$ cat config.mk
export PLATFORM = sky130hd
export DESIGN_NAME = sar_search
export DESIGN_NICKNAME = d
export VERILOG_FILES = /design/src/rtl/sar_search.sv
export SDC_FILE = /design/constraint.sdc
export NUM_CORES = 1
export LEC_CHECK = 0
export BUFFER_PORTS_ARGS = -buffer_cell sky130_fd_sc_hd__buf_2
export CAP_MARGIN = 20
export CORE_MARGIN = 2
export CORE_UTILIZATION = 57
export CTS_CLUSTER_SIZE = 28
export DETAILED_ROUTE_END_ITERATION = 7
export PLACE_DENSITY = 0.81
export SLEW_MARGIN = 20
export SYNTH_ARGS = -nofsm -noshare
export SYNTH_HDL_FRONTEND = slang
export SYNTH_SLANG_ARGS = --single-unit
export TNS_END_PERCENT = 100
$ cat constraint.sdc
create_clock -name clk -period 5.2 [get_ports clk]
set_clock_uncertainty 0.2 [all_clocks]
set_input_delay 1.04 -clock clk [delete_from_list [all_inputs] [get_ports clk]]
set_output_delay 1.04 -clock clk [all_outputs]
set_load 0.02 [all_outputs]
$ cat src/rtl/sar_search.sv
// sar_search -- successive-approximation search initiator.
//
// Finds an unknown WIDTH-bit target by asking an external comparator
// responder "target > probe" once per clock, MSB first. The search runs in
// an offset (unsigned) domain. In signed mode each probe and the final
// result have their MSB inverted. That map preserves order, so one binary
// search serves both modes.
//
// Ports:
//   clk          system clock, rising edge
//   reset        asynchronous, active-high reset
//   start        request a search (sampled only in IDLE)
//   signed_mode  1 = two's-complement, 0 = unsigned (captured on start)
//   abort        (only with SAR_ABORT_EN) abandon a search in progress
//   probe        operand presented to the responder (registered)
//   probe_valid  high during each query cycle (registered)
//   gt_in        responder answer for the current probe
//   result       found target, held until the next completion
//   done         one-cycle pulse when result updates
//   busy         high while querying and in the done cycle
//
// Configuration macro: SAR_ABORT_EN adds the abort input.

module sar_search #(
  parameter int WIDTH = 4
) (
  input  logic             clk,
  input  logic             reset,
  input  logic             start,
  input  logic             signed_mode,
`ifdef SAR_ABORT_EN
  input  logic             abort,
`endif
  output logic [WIDTH-1:0] probe,
  output logic             probe_valid,
  input  logic             gt_in,
  output logic [WIDTH-1:0] result,
  output logic             done,
  output logic             busy
);

  localparam int IW = (WIDTH > 2) ? $clog2(WIDTH) : 1;
  localparam logic [WIDTH-1:0] ONE = {{(WIDTH-1){1'b0}}, 1'b1};
  localparam logic [WIDTH-1:0] MSB = {1'b1, {(WIDTH-1){1'b0}}};

  typedef enum logic [1:0] {
    S_IDLE,
    S_QUERY,
    S_DONE
  } state_t;

  state_t           state_q, state_d;
  logic [WIDTH-1:0] c_q, c_d;
  logic [IW-1:0]    i_q, i_d;
  logic             mode_q, mode_d;
  logic [WIDTH-1:0] probe_q, probe_d;
  logic             probe_valid_q, probe_valid_d;
  logic [WIDTH-1:0] result_q, result_d;
  logic             done_q, done_d;
  logic             busy_q, busy_d;

  logic [WIDTH-1:0] trial_cur;
  logic [WIDTH-1:0] trial_nxt;
  logic [WIDTH-1:0] p_nxt;

  always_comb begin
    state_d   = state_q;
    c_d       = c_q;
    i_d       = i_q;
    mode_d    = mode_q;
    result_d  = result_q;
    trial_cur = c_q | (ONE << i_q);

    case (state_q)
      S_IDLE: begin
        if (start) begin
          state_d = S_QUERY;
          c_d     = '0;
          i_d     = IW'(WIDTH - 1);
          mode_d  = signed_mode;
        end
      end
      S_QUERY: begin
        if (gt_in) begin
          c_d = trial_cur;
        end
        if (i_q == '0) begin
          state_d  = S_DONE;
          result_d = mode_q ? (c_d ^ MSB) : c_d;
        end else begin
          i_d = i_q - IW'(1);
        end
`ifdef SAR_ABORT_EN
        if (abort) begin
          state_d  = S_IDLE;
          c_d      = c_q;
          i_d      = i_q;
          result_d = result_q;
        end
`endif
      end
      S_DONE: begin
        state_d = S_IDLE;
      end
      default: begin
        state_d = S_IDLE;
      end
    endcase

    // The outputs are registered. The probe for the coming query cycle is
    // built from the next candidate and bit index, so it is ready on the
    // same edge that enters or continues the query. The trial always has
    // one bit set, so trial-1 cannot wrap.
    trial_nxt     = c_d | (ONE << i_d);
    p_nxt         = trial_nxt - ONE;
    probe_valid_d = (state_d == S_QUERY);
    probe_d       = '0;
    if (state_d == S_QUERY) begin
      probe_d = mode_d ? (p_nxt ^ MSB) : p_nxt;
    end
    done_d = (state_d == S_DONE);
    busy_d = (state_d != S_IDLE);
  end

  always_ff @(posedge clk or posedge reset) begin
    if (reset) begin
      state_q       <= S_IDLE;
      c_q           <= '0;
      i_q           <= IW'(WIDTH - 1);
      mode_q        <= 1'b0;
      probe_q       <= '0;
      probe_valid_q <= 1'b0;
      result_q      <= '0;
      done_q        <= 1'b0;
      busy_q        <= 1'b0;
    end else begin
      state_q       <= state_d;
      c_q           <= c_d;
      i_q           <= i_d;
      mode_q        <= mode_d;
      probe_q       <= probe_d;
      probe_valid_q <= probe_valid_d;
      result_q      <= result_d;
      done_q        <= done_d;
      busy_q        <= busy_d;
    end
  end

  assign probe       = probe_q;
  assign probe_valid = probe_valid_q;
  assign result      = result_q;
  assign done        = done_q;
  assign busy        = busy_q;

endmodule

[After elaboration in Yosys (flattened, before gate mapping)]
Index checks and enable logic that the tools add are counted.
Storage, ports and cells
  register bits: 20
  bits of input ports: 5
  output and inout port bits: 11
  logic and storage cells: 39
Cells by class
  add/sub/neg operators: 2
  equality and inequality tests: 3
  shift operators: 2
  mux-type cells: 15
  bitwise operators: 4
  reduce and logical (&&, ||, !) cells: 4
Operator list (number)
  two-way mux 4 bit: 6
  two-way mux 2 bit: 4
  OR 4 bit: 2
  case mux 2 bit (2 select lines): 2
  case mux 4 bit (2 select lines): 1
  left shift 1 x 2 -> 4 bit, first input constant: 2
  equality test 2 x 1 -> 1 bit, second input constant: 2
  zero test 2 bit: 2
  subtractor 4 x 1 -> 4 bit, second input constant: 1
  equality test 2 bit, second input constant: 1
  two-way mux 1 bit: 2
  inverter 1 bit: 2
  AND reduction 2 bit: 1
  nonzero test 2 bit: 1
  subtractor 2 x 1 -> 2 bit, second input constant: 1

[Depth between registers and ports, before layout]
Gate-level depths: netlist (run 1).
  depth in word-level cells: 10
  gate-level depth with buffers: 7
  gate-level depth less buffers: 6

[Worst setup path after synthesis (run 1)]
No wires, ideal clock.
  kind: input port to flip-flop
  start point: input port start
  end point: register probe_q[3], in the netlist probe[3]
  setup time: 121 ps
  arrival time: 2342 ps
  required time: 4879 ps
  slack: 2537 ps
  stages: 4
  buffers on the path: 0
  cells stage by stage: or3b_4 > a32o_2 > or4_4 > a22o_1
On the way
  elaborated cells between the ends (all ways): 15
  those cells by class: add/sub (1); eq/ne (1); shift (1); mux (10); bitwise (2)
RTL lines
  start, declared: RTL line 29  | input logic start,
  two-way mux 4 bit *: RTL line 76  | if (start) begin
  case mux 4 bit (2 select lines) *: RTL line 74  | case (state_q)
  net c_d[1]: RTL line 53  | logic [WIDTH-1:0] c_q, c_d;
  OR 4 bit *: RTL line 114  | trial_nxt = c_d | (ONE << i_d);
  subtractor 4 x 1 -> 4 bit *: RTL line 115  | p_nxt = trial_nxt - ONE;
  inverter 1 bit (no source line)
  two-way mux 4 bit *: RTL line 119  | probe_d = mode_d ? (p_nxt ^ MSB) : p_nxt;
  two-way mux 4 bit *: RTL line 118  | if (state_d == S_QUERY) begin
  net probe_d[3]: RTL line 56  | logic [WIDTH-1:0] probe_q, probe_d;
  end signal, assigned: RTL line 141  | probe_q <= probe_d;
  end, declared: RTL line 56
The timed path passes the listed nets; every way through them passes the cells marked *.
A chain may end at the register's enable or synchronous reset.

[Final worst setup path (run 1)]
Ends and elaborated chain as after synthesis.

==> run metrics, run 1 <==
cell with the most instances after synthesis=dfrtp_1; busiest grt layer=met1; Relative slew margins=52.63%; CTS Buffer Depth=2; largest net degree at the start of global routing=21; Synthesized Nets=96; layout cells sized above 1=26.42%; Setup Buffers After CTS=0; Port Buf Inserts=15; total of max-cap violations=0; DRC=0; crit path max fanout=6; total track usage=around a fifth; worst slew pin tran=about 710 ps; Cell Area, Synth=~930 sq um; Initial DRC Count=9; Pwr Density=about 700 nW/um^2; unrepaired setup endpoints after global routing=no; asr flop ratio synth=100.0%; Seq cells post-synth=20; Antenna Nets Post-Route=0; setup violators final=0; P_leak=between 0.0005 and 0.0006 uW; Worst EP required=5190 ps; Die Height=approximately 44 um; post_cts resized=0; outcome=complete, no violations; worst vdd ir=~0.35 mV; Site Rows=14; fin crit share=roughly half; clk_lat worst skew=290 ps; Wirelength per Cell=approximately 14 um; dominant cells by area after synthesis=dfrtp_1 (48%), dfstp_2 (5.6%), nand2_1 (4.0%), mux2_2 (3.6%), a21oi_1 (3.2%); top-area cell type share of the netlist area=between 40% and 50%; yosys warns=0; commonest cells in the netlist=dfrtp_1 (18), nand2_1 (10), inv_1 (7), a21oi_1 (6), nor2_1 (5); clock sinks=20; H-tree depth=1; Total Wirelength=about 1.8 mm; core area=~1500 sq um; starting density of the core=between 60% and 70%; met1 Use GR=between 30% and 40%; # hold bufs at CTS=0; I/O pins=16; CTS Root Cell=clkbuf_4; first-pass GRT wire length=2.960 mm; Final min period=between 2000 and 3000 ps; worst reg-to-reg path cell count=4; Max Fclk=roughly 400 MHz; Data arrival, critical path=2540 ps; vias post-DR=691; Clock transition at path regs=110 ps; vias in the first global route=646; EDFF count, synth=0; Cells after Synth=slightly above 90; total negative slack=0 ps; die area=~2000 sq um; Synth-to-Final Area Change=11.56%; met3 usage=2.449%; Seq/Total Area, Yosys=between 50% and 60%; met2 usage=30.29%; synth unique cells=33; ANT cells=0; vias per cell=about 5.7; Min-Delay Path Class=flop to flop; Die X=around 44 um; Final Power=741.9 uW; total grt overflow=0; Setup crit start kind=primary input; filler cell count=approximately 130; WHS Path Cells=1; nets=~110; Fin. Hold Viols=0; mean post-synth cell area=10.23 sq um; initial antenna violation count=0; drt first pass iters=4; Max Slew Vio Count=0; Setup crit end kind=flop; routability cong.=just under 0.9; Post-synth top flop=dfrtp_1; dominant cell type by area after synthesis=dfrtp_1; total CTS buffers=3; CTS tree=yes; hpwl dp=1.290 mm; critical path class=primary input to flop
==> power breakdown <==
group          internal (uW)  switching [uW]
sequential               231            64.2
clock                   42.7            44.9
combinational            154             206
==> cells in the final DEF, fill, tap and decap left out, types with 2 or more instances in the layout <==
| cell type | Yosys | final |
|---|---|---|
| a21oi_1 | 6 | 6 |
| a31oi_1 | 2 | 2 |
| buf_2 | 1 | 15 |
| clkbuf_4 | 0 | 3 |
| dfrtp_1 | 18 | 18 |
| dfstp_2 | 2 | 2 |
| inv_1 | 7 | 7 |
| mux2_2 | 3 | 3 |
| nand2_1 | 10 | 10 |
| nand2b_1 | 4 | 4 |
| nand3b_1 | 2 | 2 |
| nor2_1 | 5 | 5 |
| nor2b_1 | 4 | 4 |
| nor3_1 | 2 | 2 |
| o21ai_0 | 3 | 3 |
| o22ai_1 | 3 | 3 |
==> routing by layer <==
| layer | routed length [um] | share of wire [%] |
|---|---|---|
| met1 | 855 | 48 |
| met2 | 806 | 46 |
| met3 | 56 | 3.2 |
| met4 | 46 | 2.6 |
| met5 | 0 | 0 |
==> critical path: stages <==
cell,delay (ps)
buf_2,120
or3b_4,400
a32o_2,270
or4_4,520
a22o_1,190
==> final cells by class <==
class                           count  area (sq um)  share of cell area [%]
Tap cell                           16         20.02                   1.928
Timing Repair Buffer               15         75.07                   7.229
Inverter                            7         26.28                   2.530
Multi-Input combinational cell     60         377.9                   36.39
Clock buffer                        4         36.28                   3.494
Sequential cell                    20         503.0                   48.43
==> state kept, by name, summed over array words and instances (netlist names) <==
signal       cells
probe            4
probe_valid      1
busy             1
state_q          2
done             1
i_q              2
result           4
c_q              4
mode_q           1
==> path summary, 6_finish.rpt <==
| path | startpoint | endpoint | slack [ps] |
|---|---|---|---|
| setup / recovery | start | probe[3] | 2650 |
| hold / removal | result[2] | result[2] | 320 |
| setup reg to reg | state_q[0] | probe[3] | 2970 |
| hold reg to reg | result[2] | result[2] | 320 |
| max in group asynchronous | reset | result[1] | 3720 |
| min in group asynchronous | reset | c_q[2] | 640 |
==> through the flow <==
step	worst slack, ps	instance area, sq um	instances	hold WS [ps]	util [%]
6_report	2654	1039	122	316.0	68.14
5_1_grt	2625	1039	122	340.8	68.14
4_1_cts	2671	1039	122	317.6	68.14
3_5_place_dp	2342	1002	118	293.8	65.76
3_3_place_gp	2378	1002	118	286.1	65.76
2_1_floorplan	2537	930.9	91	282.0	-
==> kinds of logic after synthesis <==
kind of cell | synth area share [%]
buf+inv | 5.377
flops | 54.03
mux | 3.629
xor+xnor | 0.9410
compound gates | 17.61
simple gates | 18.41
(Power assumes the default switching activity.)
==> run 2: changes to the inputs <==
--- a/config.mk
+++ b/config.mk
@@ -8,10 +8,10 @@
 export BUFFER_PORTS_ARGS = -buffer_cell sky130_fd_sc_hd__buf_2
 export CAP_MARGIN = 20
 export CORE_MARGIN = 2
-export CORE_UTILIZATION = 57
+export CORE_UTILIZATION = 48
 export CTS_CLUSTER_SIZE = 28
 export DETAILED_ROUTE_END_ITERATION = 7
-export PLACE_DENSITY = 0.81
+export PLACE_DENSITY = 0.73
 export SLEW_MARGIN = 20
 export SYNTH_ARGS = -nofsm -noshare
 export SYNTH_HDL_FRONTEND = slang
==> constraint.sdc (replaced) <==
create_clock -name clk -period 2.1 [get_ports clk]
set_clock_uncertainty 0.2 [all_clocks]
set_input_delay 0.42 -clock clk [delete_from_list [all_inputs] [get_ports clk]]
set_output_delay 0.42 -clock clk [all_outputs]
set_load 0.02 [all_outputs]
==> run 2 against run 1 <==
  * Sequential power rose by 130%
  * Wire length rose by 25%
  * Count of clock-buffer cells in the layout fell by 1
  * Sequential cell count did not move
  * Via count rose by 21%
  * Core utilization rose by 0.70 points
  * Critical path depth fell by 1
  * Die area rose by 17%
  * Combinational power rose to 3.4 times the previous value
  * Critical path type is now flop to flop
  * Critical endpoint unchanged
  * Largest power group unchanged
==> run metrics, run 2 (same netlist as run 1, synthesis figures left out) <==
Port Buf Inserts=15 (unchanged); total track usage=21.80% (was 21.26%); total negative slack=0 ps (unchanged); Setup crit start kind=flop (was primary input); CP endpoint=probe[3] (unchanged); setup violators final=0 (unchanged); CTS tree=yes (unchanged); vias in the first global route=757 (was 646); clk_lat worst skew=310 ps (was 290 ps); Setup crit end kind=flop (unchanged); most frequent cells in the layout=buf_4 (19), dfrtp_1 (17), buf_2 (15) (was dfrtp_1 (18), buf_2 (15), nand2_1 (10)); H-tree depth=1 (unchanged); vias per cell=5.536 (was 5.664); most common cell after layout, fill and taps aside=buf_4 (was dfrtp_1); R2R Setup Slk=20 ps (was 2970 ps); total grt overflow=0 (unchanged); Synth-to-Final Area Change=31.86% (was 11.56%); Clock Power Share=14.2% (was 11.8%); P_leak=0.0006080 uW (was 0.0005019 uW); worst reg-to-reg path cell count=4 (unchanged); HP Start=signed_mode (was result[2]); Antenna Nets Post-Route=0 (unchanged); starting density of the core=52.21% (was 61.08%); Pwr Density=1831 nW/um^2 (was 714.4 nW/um^2); initial antenna violation count=0 (unchanged); first-pass GRT wire length=3.270 mm (was 2.960 mm); drt first pass iters=4 (unchanged); Max Fclk=between 400 and 500 MHz; busiest grt layer=met2 (was met1); largest net degree at the start of global routing=21 (unchanged); worst flop-to-flop path endpoint=probe[3] (unchanged); Max Slew Vio Count=0 (unchanged); Min-Delay Path Class=primary input to flop (was flop to flop); Final min period=about 2100 ps; unrepaired setup endpoints after global routing=yes (was no); Die X=48.04 um (was 44.41 um); Total Wirelength=2.211 mm (was 1.765 mm); core area=1783 sq um (was 1524 sq um); hpwl dp=1.522 mm (was 1.290 mm); Relative slew margins=78.02% (was 52.63%); Die Height=48.04 um (was 44.41 um); CTS Buffer Depth=2 (unchanged); vias post-DR=836 (was 691); critical path class=flop to flop (was primary input to flop); fin crit share=between 90 and 100%; Final Power=2247 uW (was 741.9 uW); Initial DRC Count=19 (was 9); met2 usage=32.27% (was 30.29%); worst vdd ir=1.117 mV (was 0.3465 mV); Worst EP required=2110 ps (was 5190 ps); layout cells sized above 1=38.89% (was 26.42%); part of the power in combinational logic=55.2% (was 48.5%); die area=2308 sq um (was 1972 sq um); r2r startpoint=state_q[0] (unchanged); total of max-cap violations=0 (unchanged); cell-internal power=1359 uW (was 427.1 uW); Wirelength per Cell=14.64 um (was 14.47 um); filler cell count=150 (was 129); Clock transition at path regs=110 ps (about the same); I/O pins=16 (unchanged); NetSw=888.1 uW (was 314.8 uW); worst slew pin tran=326.2 ps (was 709.8 ps); CTS Root Cell=clkbuf_4 (unchanged); Data arrival, critical path=2090 ps (was 2540 ps); crit path max fanout=3 (was 6); Fin. Hold Viols=0 (unchanged); fin util=68.84% (was 68.14%); total CTS buffers=3 (unchanged); CP Launch Point=state_q[0] (was start); met1 Use GR=26.65% (was 30.91%); routability cong.=0.9505 (was 0.8792); nets=132 (was 112); Site Rows=15 (was 14); met3 usage=4.906% (was 2.449%); ANT cells=0 (unchanged); area taken by multi-input logic gates=385.4 sq um (was 377.9 sq um); flip-flop and latch area=504.2 sq um (was 503.0 sq um); WHS Path Cells=3 (was 1); DRC=0 (unchanged); sw frac=39.52% (was 42.43%); power share of the sequential group=30.6% (was 39.7%); clock sinks=20 (unchanged); outcome=complete, no violations (unchanged)
## run 2: how the worst min path moves through the flow
stage                     slack, ps  endpoint
after floorplan                 180      busy
after global placement          250    mode_q
after detailed placement        260    mode_q
after CTS                       130    mode_q
after global routing            130    mode_q
final                           130    mode_q
## run 2: worst max-delay path: stages, from the launching register on
cell and delay (ps):
dfrtp_2 430, or3b_4 400, a32o_2 240, or4_4 510, a22o_1 190
## run 2: per-layer routing
layer	up-vias	part of all wire, %
met4	0	5.3
met1	399	42
met3	14	4.4
li1	387	-
met5	-	0
met2	36	48
## run 2: timing repair
| action | CTS | global route |
|---|---|---|
| endpoints found under the hold margin | 18 | 0 |
| pin swaps | 5 | 2 |
| buffers inserted | 4 | 3 |
| endpoints found under the setup margin | 1 | 2 |
| gates resized for setup | 1 | 0 |
| gates cloned | 0 | 0 |
| hold buffers | 1 | 0 |
## run 2: cell type report
type | count | area share, %
flip-flops and latches | 20 | 41.08
well taps | 25 | 2.548
inverters | 7 | 2.141
clock buffers | 3 | 1.835
multi-input cells | 60 | 31.40
clock inverters | 1 | 2.446
repair buffers | 35 | 18.55
## run 2: per-stage QoR
stage               hold slack [ps]  area, sq um  std cells  worst slack [ps]
floorplan                     182.3        940.9         91             18.68
global placement              248.6         1111        139             20.03
detailed placement            256.5         1111        139            -9.550
CTS                           129.6         1205        148            -9.355
global route                  133.5         1227        151            -10.31
finish                        133.1         1227        151             16.36
## run 2: power groups by stage
| stage | registers, uW | logic, uW | clock network, uW |
|---|---|---|---|
| finish | 688 | 1240 | 320 |
| global route | 705 | 1350 | 344 |
| CTS | 694 | 1170 | 322 |
| detailed placement | 712 | 1090 | 0 |
| global placement | 707 | 1050 | 0 |
| floorplan | 771 | 663 | 0 |
==> run 3: changes to the inputs <==
--- a/config.mk
+++ b/config.mk
@@ -12,7 +12,7 @@
 export CTS_CLUSTER_SIZE = 28
 export DETAILED_ROUTE_END_ITERATION = 7
 export PLACE_DENSITY = 0.73
-export SLEW_MARGIN = 20
+export SLEW_MARGIN = 10
 export SYNTH_ARGS = -nofsm -noshare
 export SYNTH_HDL_FRONTEND = slang
 export SYNTH_SLANG_ARGS = --single-unit
==> constraint.sdc (replaced) <==
create_clock -name clk -period 2.1 [get_ports clk]
set_clock_uncertainty 0.2 [all_clocks]
set_input_delay 0.63 -clock clk [delete_from_list [all_inputs] [get_ports clk]]
set_output_delay 0.63 -clock clk [all_outputs]
set_load 0.02 [all_outputs]
==> run 3 against run 2 <==
  * The run now ends with setup timing left
  * Worst hold slack got worse by 44 ps
  * Die area did not move
  * Cell area fell by 1.3%
  * Count of clock-buffer cells in the layout did not move
  * Largest power group unchanged
==> run metrics, run 3 (same netlist as run 1, synthesis figures left out) <==
total grt overflow=0 (unchanged); Die X=48.04 um (unchanged); hold_ws=88.79 ps (was 133.1 ps); Synth-to-Final Area Change=30.11% (was 31.86%); Port Buf Inserts=15 (unchanged); Fin. Hold Viols=0 (unchanged); clk_lat worst skew=310 ps (about the same); fin crit share=100.4% (was 99.22%); ANT cells=0 (unchanged); starting density of the core=52.21% (unchanged); sw frac=40.38% (was 39.52%); Setup crit start kind=flop (unchanged); failing checks=setup timing; outcome=finished, violations left (was complete, no violations); vias per cell=5.660 (was 5.536); Site Rows=15 (unchanged); initial antenna violation count=0 (unchanged); area taken by multi-input logic gates=395.4 sq um (was 385.4 sq um); Setup crit end kind=flop (unchanged); filler cell count=140 (was 150); P_leak=0.0005940 uW (was 0.0006080 uW); Die Height=48.04 um (unchanged); worst vdd ir=0.9110 mV (was 1.117 mV); Clock Power Share=14.3% (was 14.2%); vias in the first global route=756 (was 757); I/O pins=16 (unchanged); cell-internal power=1329 uW (was 1359 uW); Initial DRC Count=23 (was 19); DRC=0 (unchanged); routability cong.=0.9196 (was 0.9505); part of the power in combinational logic=54.1% (was 55.2%); Wirelength per Cell=15.56 um (was 14.64 um); power share of the sequential group=31.6% (was 30.6%); Pwr Density=1841 nW/um^2 (was 1831 nW/um^2); Max Fclk=474.4 MHz (was 479.9 MHz); # hold bufs at CTS=0 (was 1); NetSw=900.5 uW (was 888.1 uW); fin util=67.93% (was 68.84%); die area=2308 sq um (unchanged); unrepaired setup endpoints after global routing=yes (unchanged); Data arrival, critical path=2110 ps (was 2090 ps); layout cells sized above 1=39.34% (was 38.89%); critical path class=flop to flop (unchanged); total of max-cap violations=0 (unchanged); Worst EP required=2100 ps (was 2110 ps); clock sinks=20 (unchanged); DP Area=1119 sq um (was 1111 sq um); most common cell after layout, fill and taps aside=dfrtp_1 (was buf_4); total track usage=22.78% (was 21.80%); Antenna Nets Post-Route=0 (unchanged); Relative slew margins=70.91% (was 78.02%); hpwl dp=1.636 mm (was 1.522 mm); setup violators final=1 (was 0); Clock transition at path regs=120 ps (was 110 ps); crit path max fanout=2 (was 3); most frequent cells in the layout=dfrtp_1 (18), buf_2 (15), buf_4 (14) (was buf_4 (19), dfrtp_1 (17), buf_2 (15)); CTS Buffer Depth=2 (unchanged); total CTS buffers=3 (unchanged); Final min period=2108 ps (was 2084 ps); worst slew pin tran=435.8 ps (was 326.2 ps); CTS tree=yes (unchanged); Min-Delay Path Class=primary input to asynchronous set/reset pin (was primary input to flop); first-pass GRT wire length=3.408 mm (was 3.270 mm); Final Worst Setup Slack=-7.868 ps (was 16.36 ps); nets=128 (was 132); flip-flop and latch area=503.0 sq um (was 504.2 sq um); vias post-DR=832 (was 836); core area=1783 sq um (unchanged); Max Slew Vio Count=0 (unchanged); drt first pass iters=4 (unchanged); H-tree depth=1 (unchanged); Total Wirelength=2.287 mm (was 2.211 mm); largest net degree at the start of global routing=13 (was 21); fin area=1211 sq um (was 1227 sq um); CTS Root Cell=clkbuf_4 (unchanged)
-- run 3: stage by stage --
step                      cells  setup WS, ps  power [uW]  setup TNS [ps]
final                       147        -7.868        2230          -7.868
after global routing        147        -40.15        2368          -43.73
after CTS                   146         3.297        2168               0
after detailed placement    141        -206.4        1811          -511.2
after global placement      141        -180.9        1764          -416.1
after floorplan              91        -147.9        1411          -191.6
-- run 3: final cells by class --
type | count | area share [%]
Clock inverter | 1 | 2.479
Timing Repair Buffer | 31 | 16.74
Clock buffer | 3 | 1.860
Tap cell | 25 | 2.583
Sequential cell | 20 | 41.53
Multi-Input combinational cell | 60 | 32.64
Inverter | 7 | 2.169
-- run 3: what timing repair did --
action                                 CTS  global route
setup endpoints to repair                2             3
setup buffers                            1             1
resized for setup                        2             4
pin swaps                                2             3
endpoints found under the hold margin    0             0
-- run 3: worst max-delay path, cell delays in order, from the launching register on --
cell	delay, ps
dfrtp_1	410
nand2b_4	160
o311a_1	290
o22a_1	210
or4_4	510
a22o_1	210
-- run 3: final timing paths --
| kind | from | to | slack (ps) | depth (start not counted) |
|---|---|---|---|---|
| max | state_q[1] | probe[3] | -8 | 5 |
| min | reset | c_q[1] | 90 | 2 |
| max reg2reg | state_q[1] | probe[3] | -8 | 5 |
| min reg2reg | result[2] | result[2] | 320 | 1 |
| max in group asynchronous | reset | c_q[2] | 1130 | 3 |
| min in group clk | result[2] | result[2] | 320 | 1 |
-- run 3: power by group through the flow --
stage	registers, uW	clock network, uW	logic (uW)
6_report	704	320	1210
5_1_grt	720	343	1310
4_1_cts	701	320	1150
3_5_place_dp	703	0	1110
3_3_place_gp	691	0	1070
2_1_floorplan	770	0	641
-- run 3: routing by layer --
| layer | share of wire, % | track usage (%) | vias to the layer above |
|---|---|---|---|
| met3 | 6.1 | 4.528 | 6 |
| met1 | 40 | 29.02 | 407 |
| met5 | 0 | 0 | - |
| li1 | - | - | 381 |
| met2 | 51 | 36.27 | 38 |
| met4 | 2.8 | 12.43 | 0 |
